<file path="config.mk">
export PLATFORM = sky130hd
export DESIGN_NAME = arb_mux_reg
export DESIGN_NICKNAME = d
export VERILOG_FILES = /design/src/rtl/arb_mux_pkg.sv /design/src/rtl/arb_mux_reg_rr_arbiter.sv /design/src/rtl/arb_mux_reg.sv
export SDC_FILE = /design/constraint.sdc
export NUM_CORES = 1
export LEC_CHECK = 0
export CORE_MARGIN = 2
export CORE_UTILIZATION = 35
export CTS_CLUSTER_SIZE = 28
export DETAILED_ROUTE_END_ITERATION = 12
export PLACE_DENSITY = 0.71
export SETUP_SLACK_MARGIN = 0.05
export SLEW_MARGIN = 20
export SYNTH_ARGS = -nofsm -noshare
export SYNTH_HDL_FRONTEND = slang
export SYNTH_SLANG_ARGS = --single-unit
</file>
<file path="constraint.sdc">
create_clock -name clk -period 4.93 [get_ports clk]
set_input_delay 1.2325 -clock clk [delete_from_list [all_inputs] [get_ports clk]]
set_output_delay 1.2325 -clock clk [all_outputs]
set_load 0.02 [all_outputs]
</file>
<file path="src/rtl/arb_mux_pkg.sv">
// Shared definitions for the registered arbitrating multiplexer.
// The mode input is compared against these encodings.
package arb_mux_pkg;

    typedef enum logic {
        MODE_STATIC = 1'b0,
        MODE_RR     = 1'b1
    } mode_e;

endpackage

</file>
<file path="src/rtl/arb_mux_reg_rr_arbiter.sv">
// Combinational rotate-priority arbiter: the first requester at or after ptr wins.
// ptr is expected to be below NCH; the wrap is a single subtraction so any NCH works.
module rr_arbiter #(
    parameter  int NCH  = 4,
    localparam int SELW = $clog2(NCH)
) (
    input  logic [NCH-1:0]  req,
    input  logic [SELW-1:0] ptr,
    output logic [NCH-1:0]  gnt,
    output logic [SELW-1:0] gnt_idx
);

    localparam logic [SELW:0] NCH_W = (SELW+1)'(NCH);

    logic [SELW:0] cand_s;
    logic          found_s;

    // Scan NCH candidates starting at ptr, wrapping modulo NCH.
    always_comb begin
        gnt     = '0;
        gnt_idx = '0;
        found_s = 1'b0;
        cand_s  = '0;
        for (int k = 0; k < NCH; k++) begin
            cand_s = {1'b0, ptr} + (SELW+1)'(k);
            if (cand_s >= NCH_W) begin
                cand_s = cand_s - NCH_W;
            end else begin
                cand_s = cand_s;
            end
            if (!found_s && req[cand_s[SELW-1:0]]) begin
                found_s = 1'b1;
                gnt_idx = cand_s[SELW-1:0];
            end else begin
                found_s = found_s;
            end
        end
        if (found_s) begin
            gnt[gnt_idx] = 1'b1;
        end else begin
            gnt = '0;
        end
    end

endmodule

</file>
<file path="src/rtl/arb_mux_reg.sv">
// Registered N-channel mux with valid/ready on every port; static select or
// round-robin arbitration, one cycle latency at full throughput.
module arb_mux_reg
    import arb_mux_pkg::*;
#(
    parameter  int WIDTH = 8,
    parameter  int NCH   = 4,
    localparam int SELW  = $clog2(NCH)
) (
    input  logic                 clk,
    input  logic                 rst_n,
    input  logic                 mode,
    input  logic [SELW-1:0]      sel,
    input  logic [NCH*WIDTH-1:0] in_data,
    input  logic [NCH-1:0]       in_valid,
    output logic [NCH-1:0]       in_ready,
    output logic [WIDTH-1:0]     out_data,
    output logic [SELW-1:0]      out_ch,
    output logic                 out_valid,
    input  logic                 out_ready
);

    localparam logic [SELW:0] NCH_W = (SELW+1)'(NCH);

    logic [SELW-1:0]  ptr_r;
    logic [WIDTH-1:0] out_data_r;
    logic [SELW-1:0]  out_ch_r;
    logic             out_valid_r;

    logic             load_s;
    logic             req_s;
    logic             xfer_s;
    logic [SELW-1:0]  grant_s;
    logic [SELW-1:0]  next_ptr_s;
    logic [WIDTH-1:0] data_s;
    logic [NCH-1:0]   rr_gnt_s;
    logic [SELW-1:0]  rr_idx_s;
    logic [NCH-1:0]   in_ready_s;

    rr_arbiter #(.NCH(NCH)) u_rr_arbiter (
        .req     (in_valid),
        .ptr     (ptr_r),
        .gnt     (rr_gnt_s),
        .gnt_idx (rr_idx_s)
    );

    assign load_s = !out_valid_r || out_ready;

    // Grant selection: out-of-range static indices never form a request.
    always_comb begin
        grant_s = sel;
        req_s   = 1'b0;
        if (mode == MODE_RR) begin
            grant_s = rr_idx_s;
            req_s   = |in_valid;
        end else if ({1'b0, sel} < NCH_W) begin
            grant_s = sel;
            req_s   = in_valid[sel];
        end else begin
            grant_s = sel;
            req_s   = 1'b0;
        end
    end

    // Ready generation and selected-data mux.
    always_comb begin
        in_ready_s = '0;
        data_s     = '0;
        if (rst_n && load_s && req_s) begin
            if (mode == MODE_RR) begin
                in_ready_s = rr_gnt_s;
            end else begin
                in_ready_s[grant_s] = 1'b1;
            end
        end else begin
            in_ready_s = '0;
        end
        for (int i = 0; i < NCH; i++) begin
            if (grant_s == SELW'(i)) begin
                data_s = in_data[i*WIDTH +: WIDTH];
            end else begin
                data_s = data_s;
            end
        end
        if (grant_s == SELW'(NCH-1)) begin
            next_ptr_s = '0;
        end else begin
            next_ptr_s = grant_s + SELW'(1);
        end
    end

    assign xfer_s = load_s && req_s;

    // Output register and round-robin pointer.
    always_ff @(posedge clk) begin
        if (!rst_n) begin
            out_valid_r <= 1'b0;
            out_data_r  <= '0;
            out_ch_r    <= '0;
            ptr_r       <= '0;
        end else begin
            if (xfer_s) begin
                out_valid_r <= 1'b1;
                out_data_r  <= data_s;
                out_ch_r    <= grant_s;
            end else if (load_s) begin
                out_valid_r <= 1'b0;
            end else begin
                out_valid_r <= out_valid_r;
            end
            if (xfer_s && (mode == MODE_RR)) begin
                ptr_r <= next_ptr_s;
            end else begin
                ptr_r <= ptr_r;
            end
        end
    end

    assign in_ready  = in_ready_s;
    assign out_data  = out_data_r;
    assign out_ch    = out_ch_r;
    assign out_valid = out_valid_r;

endmodule

</file>
==> results of run 1 <==
## critical path, cell delays in order
cell	delay [ns]
clkdlybuf4s50_1	0.50
nor2b_2	0.21
nor3_1	0.15
a21oi_1	0.09
buf_4	0.17
or4b_1	0.52
a21oi_1	0.16
dlygate4sd2_1	0.35
## final cells by class
class | count | share of cell area
clock buffers | 4 | 0.0152
well taps | 31 | 0.0225
repair buffers | 66 | 0.372
inverters | 12 | 0.0261
multi-input cells | 111 | 0.413
flip-flops and latches | 13 | 0.151
## cells in the mapped netlist, drive strengths merged
cell type,instances,area share
a211o,1,0.0083
nor2,8,0.029
nor3,1,0.0048
a21oi,33,0.16
o21ai,10,0.048
nand2b,6,0.036
inv,12,0.043
nand2,9,0.032
o21a,2,0.014
o311a,1,0.0095
a211oi,11,0.088
or4b,2,0.023
o21bai,1,0.0071
a22oi,8,0.057
dfxtp,13,0.25
o211ai,2,0.014
ha,4,0.048
nor2b,5,0.032
o22ai,1,0.0059
nand3,1,0.0048
clkbuf,9,0.032
mux2i,3,0.029
o32a,1,0.0095
and2,1,0.0059
buf,3,0.013
## stage by stage
| step | cell area (µm²) | hold slack, ns |
|---|---|---|
| after floorplan | 1050 | 0.502 |
| after global placement | 1680 | 0.511 |
| after detailed placement | 1680 | 0.515 |
| after CTS | 1710 | 0.525 |
| after global routing | 1720 | 0.538 |
| final | 1720 | 0.521 |
## registers in the layout (all words and copies together), names as in the netlist
register,flops
ptr_r,2
out_data,8
out_valid,1
out_ch,2
## routing by layer
| metal | wire [µm] | part of all wire | vias up |
|---|---|---|---|
| met5 | 0 | 0 | - |
| met4 | 24 | 0.0078 | 0 |
| met3 | 196 | 0.064 | 2 |
| met2 | 1470 | 0.48 | 50 |
| met1 | 1370 | 0.45 | 568 |
| li1 | - | - | 650 |
## timing repair
action / 4_1_cts / 5_1_grt
setup endpoints to repair: 3 / 3
hold buffers: 0 / 0
gates resized for setup: 2 / 4
pin swaps: 0 / 0
## cell usage in the layout (no fill, tap or decap), types with 2 or more instances in the layout
cell / synthesis / layout
dlymetal6s2s_1: 0 / 3
a211oi_2: 2 / 2
nor2b_1: 4 / 4
o21a_1: 2 / 2
a211oi_1: 9 / 9
o211ai_1: 2 / 2
a22oi_1: 8 / 8
nand2_1: 9 / 9
o21ai_0: 10 / 10
dfxtp_1: 13 / 13
ha_1: 4 / 4
mux2i_1: 3 / 2
clkbuf_4: 0 / 3
nand2b_1: 6 / 6
inv_1: 12 / 12
buf_4: 0 / 10
nor2_1: 8 / 8
clkdlybuf4s50_1: 0 / 52
a21oi_1: 32 / 32
## worst min-delay path by stage
stage / from / end / slack, ns / cells after the start
after floorplan: ptr_r[0] / ptr_r[0] / 0.50 / 2
after global placement: out_data[0] / out_data[0] / 0.51 / 2
after detailed placement: out_data[0] / out_data[0] / 0.51 / 2
after CTS: out_data[0] / out_data[0] / 0.53 / 2
after global routing: out_data[0] / out_data[0] / 0.54 / 2
final: out_data[0] / out_data[0] / 0.52 / 2
## kinds of logic after synthesis
group	Yosys count	synth area share
compound gates	71	0.422
buf+inv	24	0.0880
flops	13	0.247
simple gates	33	0.166
mux	3	0.0285
fa+ha+maj	4	0.0476
## where the power goes
part | internal (µW) | switching, µW
logic | 103 | 99.1
clock network | 31.2 | 30.9
registers | 119 | 8.97
total | 253 | 139
==> impl_metrics.py, run 1 <==
metrics = {
    "status": {
        "run_status": "finished, violations left",
        "violations": "design-rule violations",
    },
    "route": {
        "drc": 2,
        "first_pass_iters": 9,
        "vias_per_cell": 5.36,
        "antenna_left": 0,
        "drt-initial-drc-count": 21,
        "vias": 1270,
        "routedWlPerCell_um": 12.9,
        "wl_mm": 3.06,
    },
    "cells_and_area": {
        "multiInputGateArea_um2": 712,
        "nets": 253,
        "fin_util": 0.615,
        "fin_cells": 237,
        "diodes": 0,
        "drive_gt1_frac": 0.0922,
        "fillers": 263,
        "area_growth_pct": 63.9,
        "ff_latch_area_um2": 260,
    },
    "timing": {
        "relSlewSlack": 0.674,
        "finalMaxSlewViolations": 0,
        "worst_slew_pin_slew_ns": 0.488,
        "clock-skew-final_ns": 0.000979,
        "layout_setup_ws_ns": 0.312,
        "setup_viol": 0,
        "clock.fmax_mhz": 217,
        "fin_crit_sh": 0.937,
        "rsz0062_at_grt": "no",
        "post-route-min-period_ns": 4.62,
        "final-hold-violation-count": 0,
        "tns_ns": 0,
    },
    "clocking": {
        "clock_path_buffers": 2,
        "cts_tree": "built",
        "clkLatencyLatePin_ns": 0.26,
        "cts_buffers": 3,
        "cts_max_level": 1,
        "clk_pin_slew_worst_paths_ns": 0.07,
        "cts_setup_buffers": 0,
        "clock-root-buffer": "clkbuf_4",
        "cts_sinks": 13,
    },
    "power_and_ir_drop": {
        "ir_drop_v": 0.0000915,
        "p_total_uw": 392,
        "p_leak_uw": 0.000730,
        "powerDensity_mw_per_mm2": 227,
    },
    "logic_synthesis": {
        "syn_avg_cell_area_um2": 7.11,
        "ys_ff_latch": 13,
        "yosys_warnings": 0,
        "yosysSeqAreaShare": 0.247,
        "synth_fp_nets": 194,
        "synth_cell_types": 30,
        "netlist_instances": 148,
        "syn_area_mm2": 0.00105,
    },
    "global_routing": {
        "grt_pass1_wl_mm": 5.23,
        "grt_use_total": 0.191,
        "grt_max_degree": 17,
        "grt_pass1_vias": 1224,
        "use_met2": 0.332,
        "grt_antenna_before_repair": 0,
        "gr-total-overflow": 0,
        "grt_use_met1": 0.249,
        "grt_use_met3": 0.0110,
        "busiest_layer": "met2",
    },
    "floorplanning": {
        "std_cell_rows": 19,
        "core_region_area_mm2": 0.00281,
        "dieHeight_um": 58.8,
        "pin_count": 57,
        "die_w_um": 58.8,
        "initial_utilization": 0.375,
        "dieArea_mm2": 0.00346,
    },
    "setup_path": {
        "critPathArrivalTime_ns": 3.39,
        "r2r_slack_ns": 2.59,
        "r2r-start": "ptr_r[1]",
        "crit_start": "in_valid[0]",
        "end_kind": "output port",
        "critical_path_class": "input pin to output port",
        "endpoint": "in_ready[3]",
        "start_kind": "input pin",
        "worstReg2RegEnd": "out_data[3]",
        "critPathRequiredTime_ns": 3.70,
        "r2r_cells": 11,
        "worstPathMaxFanout": 6,
    },
    "worst_hold_path": {
        "hold_class": "flip-flop to flip-flop",
    },
    "placement": {
        "post-place-ws_ns": 0.0168,
        "placed_cells": 233,
        "gp_congestion": 0.749,
        "dp_hpwl_mm": 2.46,
        "portBuffers": 56,
    },
    "flow_run": {
        "drv_cap": 0,
    },
}
Power figures use the tool's default switching activity.
==> inputs of run 2 (changes only) <==
ABC_CLOCK_PERIOD_IN_PS = 4930   (was default)
==> results of run 2 <==
Same layout as run 1: the final DEF is identical, and so are final timing and power.
==> inputs of run 3 (changes only) <==
DONT_BUFFER_PORTS = 1   (was default)
PLACE_DENSITY = 0.47   (was 0.71)
==> impl_metrics.py, run 3 (same netlist as run 1, synthesis figures left out) <==
metrics = {
    "cells_and_area": {
        "fin_cells": 174,
        "diodes": 0,
        "final_cell_mix": "a21oi_1, dfxtp_1, inv_1",
        "fillers": 325,
        "drive_gt1_frac": 0.0769,
        "largest_reg_flops": 8,
        "nets": 190,
        "final_common_cell": "a21oi_1",
        "area_growth_pct": 3.81,
    },
    "floorplanning": {
        "dieHeight_um": 58.8,
        "die_w_um": 58.8,
        "pin_count": 57,
        "std_cell_rows": 19,
        "core_region_area_mm2": 0.00281,
        "dieArea_mm2": 0.00346,
        "initial_utilization": 0.375,
    },
    "clocking": {
        "cts_sinks": 13,
        "cts_max_level": 1,
        "clock_path_buffers": 2,
        "clock-root-buffer": "clkbuf_4",
        "cts_hold_buf": 0,
        "cts_tree": "built",
        "cts_setup_buffers": 0,
        "clk_pin_slew_worst_paths_ns": 0.07,
        "clkLatencyLatePin_ns": 0.27,
        "cts_buffers": 3,
        "cts_resized": 0,
    },
    "global_routing": {
        "grt_antenna_before_repair": 0,
        "grt_max_degree": 18,
        "grt_use_total": 0.176,
        "grt_pass1_vias": 992,
        "gr-total-overflow": 0,
        "grt_pass1_wl_mm": 4.69,
    },
    "worst_hold_path": {
        "hold_class": "flip-flop to flip-flop",
    },
    "setup_path": {
        "critPathTopFamily": "compound AO/OA/AOI/OAI gates",
        "worstReg2RegEnd": "out_data[7]",
        "r2r_cells": 9,
        "endpoint": "in_ready[3]",
        "max_stage_delay_ns": 0.57,
        "cp_slowest_cell": "ha_1",
        "end_kind": "output port",
        "path_cells": "nor2b_1 > nor3_1 > a21oi_1 > o21bai_1 > ha_1 > nand2b_1 > a21oi_1",
        "worstPathMaxFanout": 17,
        "crit_start": "in_valid[2]",
        "r2r_slack_ns": 2.42,
        "start_kind": "input pin",
        "path_buf_inv": 0,
        "worstSetupPathDepth": 7,
        "critical_path_class": "input pin to output port",
        "r2r-start": "ptr_r[1]",
        "crit_top_cell": "a21oi_1",
        "critPathArrivalTime_ns": 3.05,
        "critPathRequiredTime_ns": 3.70,
    },
    "route": {
        "wl_mm": 2.93,
        "antenna_left": 0,
        "first_pass_iters": 9,
        "vias": 1038,
        "drc": 1,
        "drt-initial-drc-count": 57,
        "vias_per_cell": 5.97,
        "routedWlPerCell_um": 16.9,
    },
    "timing": {
        "layout_setup_ws_ns": 0.643,
        "finalMaxSlewViolations": 0,
        "post-route-min-period_ns": 4.29,
        "rsz0062_at_grt": "no",
        "fin_crit_sh": 0.870,
        "tns_ns": 0,
        "worst_slew_pin_slew_ns": 0.573,
        "relSlewSlack": 0.618,
        "setup_viol": 0,
        "final-hold-violation-count": 0,
        "clock-skew-final_ns": 0.00467,
        "clock.fmax_mhz": 233,
    },
    "placement": {
        "dp_hpwl_mm": 2.20,
        "placed_cells": 170,
        "gp_congestion": 0.717,
        "portBuffers": 0,
        "post-place-ws_ns": 0.661,
    },
    "power_and_ir_drop": {
        "ir_drop_v": 0.000147,
        "p_leak_uw": 0.000427,
        "powerDensity_mw_per_mm2": 295,
    },
    "status": {
        "violations": "design-rule violations",
        "run_status": "finished, violations left",
    },
    "flow_run": {
        "drv_cap": 0,
    },
}
[run 3: cell types whose count changed in the layout (fill, tap and decap cells not counted)]
cell,change
dlymetal6s2s_1,-3
clkdlybuf4s50_1,-52
buf_4,-7
dlygate4sd2_1,-1
mux2i_4,-1
mux2i_1,+1
[run 3: metal layers]
metal	up-vias	GRT usage	wire length, µm
met4	0	0.0195	0
met3	0	0.0549	238
li1	523	-	-
met5	-	0	0
met2	48	0.290	1420
met1	467	0.231	1270
[run 3: worst min-delay path, stage by stage, from the launching register on]
cell and delay, ns:
dfxtp_1 0.34, nor2_1 0.11, a211oi_1 0.05
[run 3: final cells by class]
type	instances	area, µm²	share of cell area
multi-input cells	111	699	0.640
clock buffers	4	26.3	0.0241
well taps	31	38.8	0.0355
inverters	12	45.0	0.0412
flip-flops and latches	13	260	0.238
repair buffers	3	22.5	0.0206
[run 3: per-stage QoR]
stage	util	instance area [µm²]	power (µW)	hold slack [ns]
finish	0.389	1090	322	0.539
global placement	0.380	1070	259	0.532
detailed placement	0.380	1070	261	0.531
floorplan	-	1050	236	0.502
CTS	0.389	1090	327	0.543
global route	0.389	1090	350	0.580
[run 3: worst min-delay path by stage]
| stage | slack [ns] | to | depth (start not counted) | start |
|---|---|---|---|---|
| finish | 0.54 | ptr_r[0] | 2 | ptr_r[0] |
| global route | 0.58 | ptr_r[0] | 2 | ptr_r[0] |
| CTS | 0.54 | ptr_r[0] | 2 | ptr_r[0] |
| detailed placement | 0.53 | ptr_r[0] | 2 | ptr_r[0] |
| global placement | 0.53 | ptr_r[0] | 2 | ptr_r[0] |
| floorplan | 0.50 | ptr_r[0] | 2 | ptr_r[0] |
[run 3: power by group]
part           switching (µW)  internal (µW)  leakage [µW]  total [µW]
Sequential               24.8            119      0.000108         144
Clock                    33.4           31.4     0.0000150        64.7
Combinational            68.8           45.2      0.000304         114
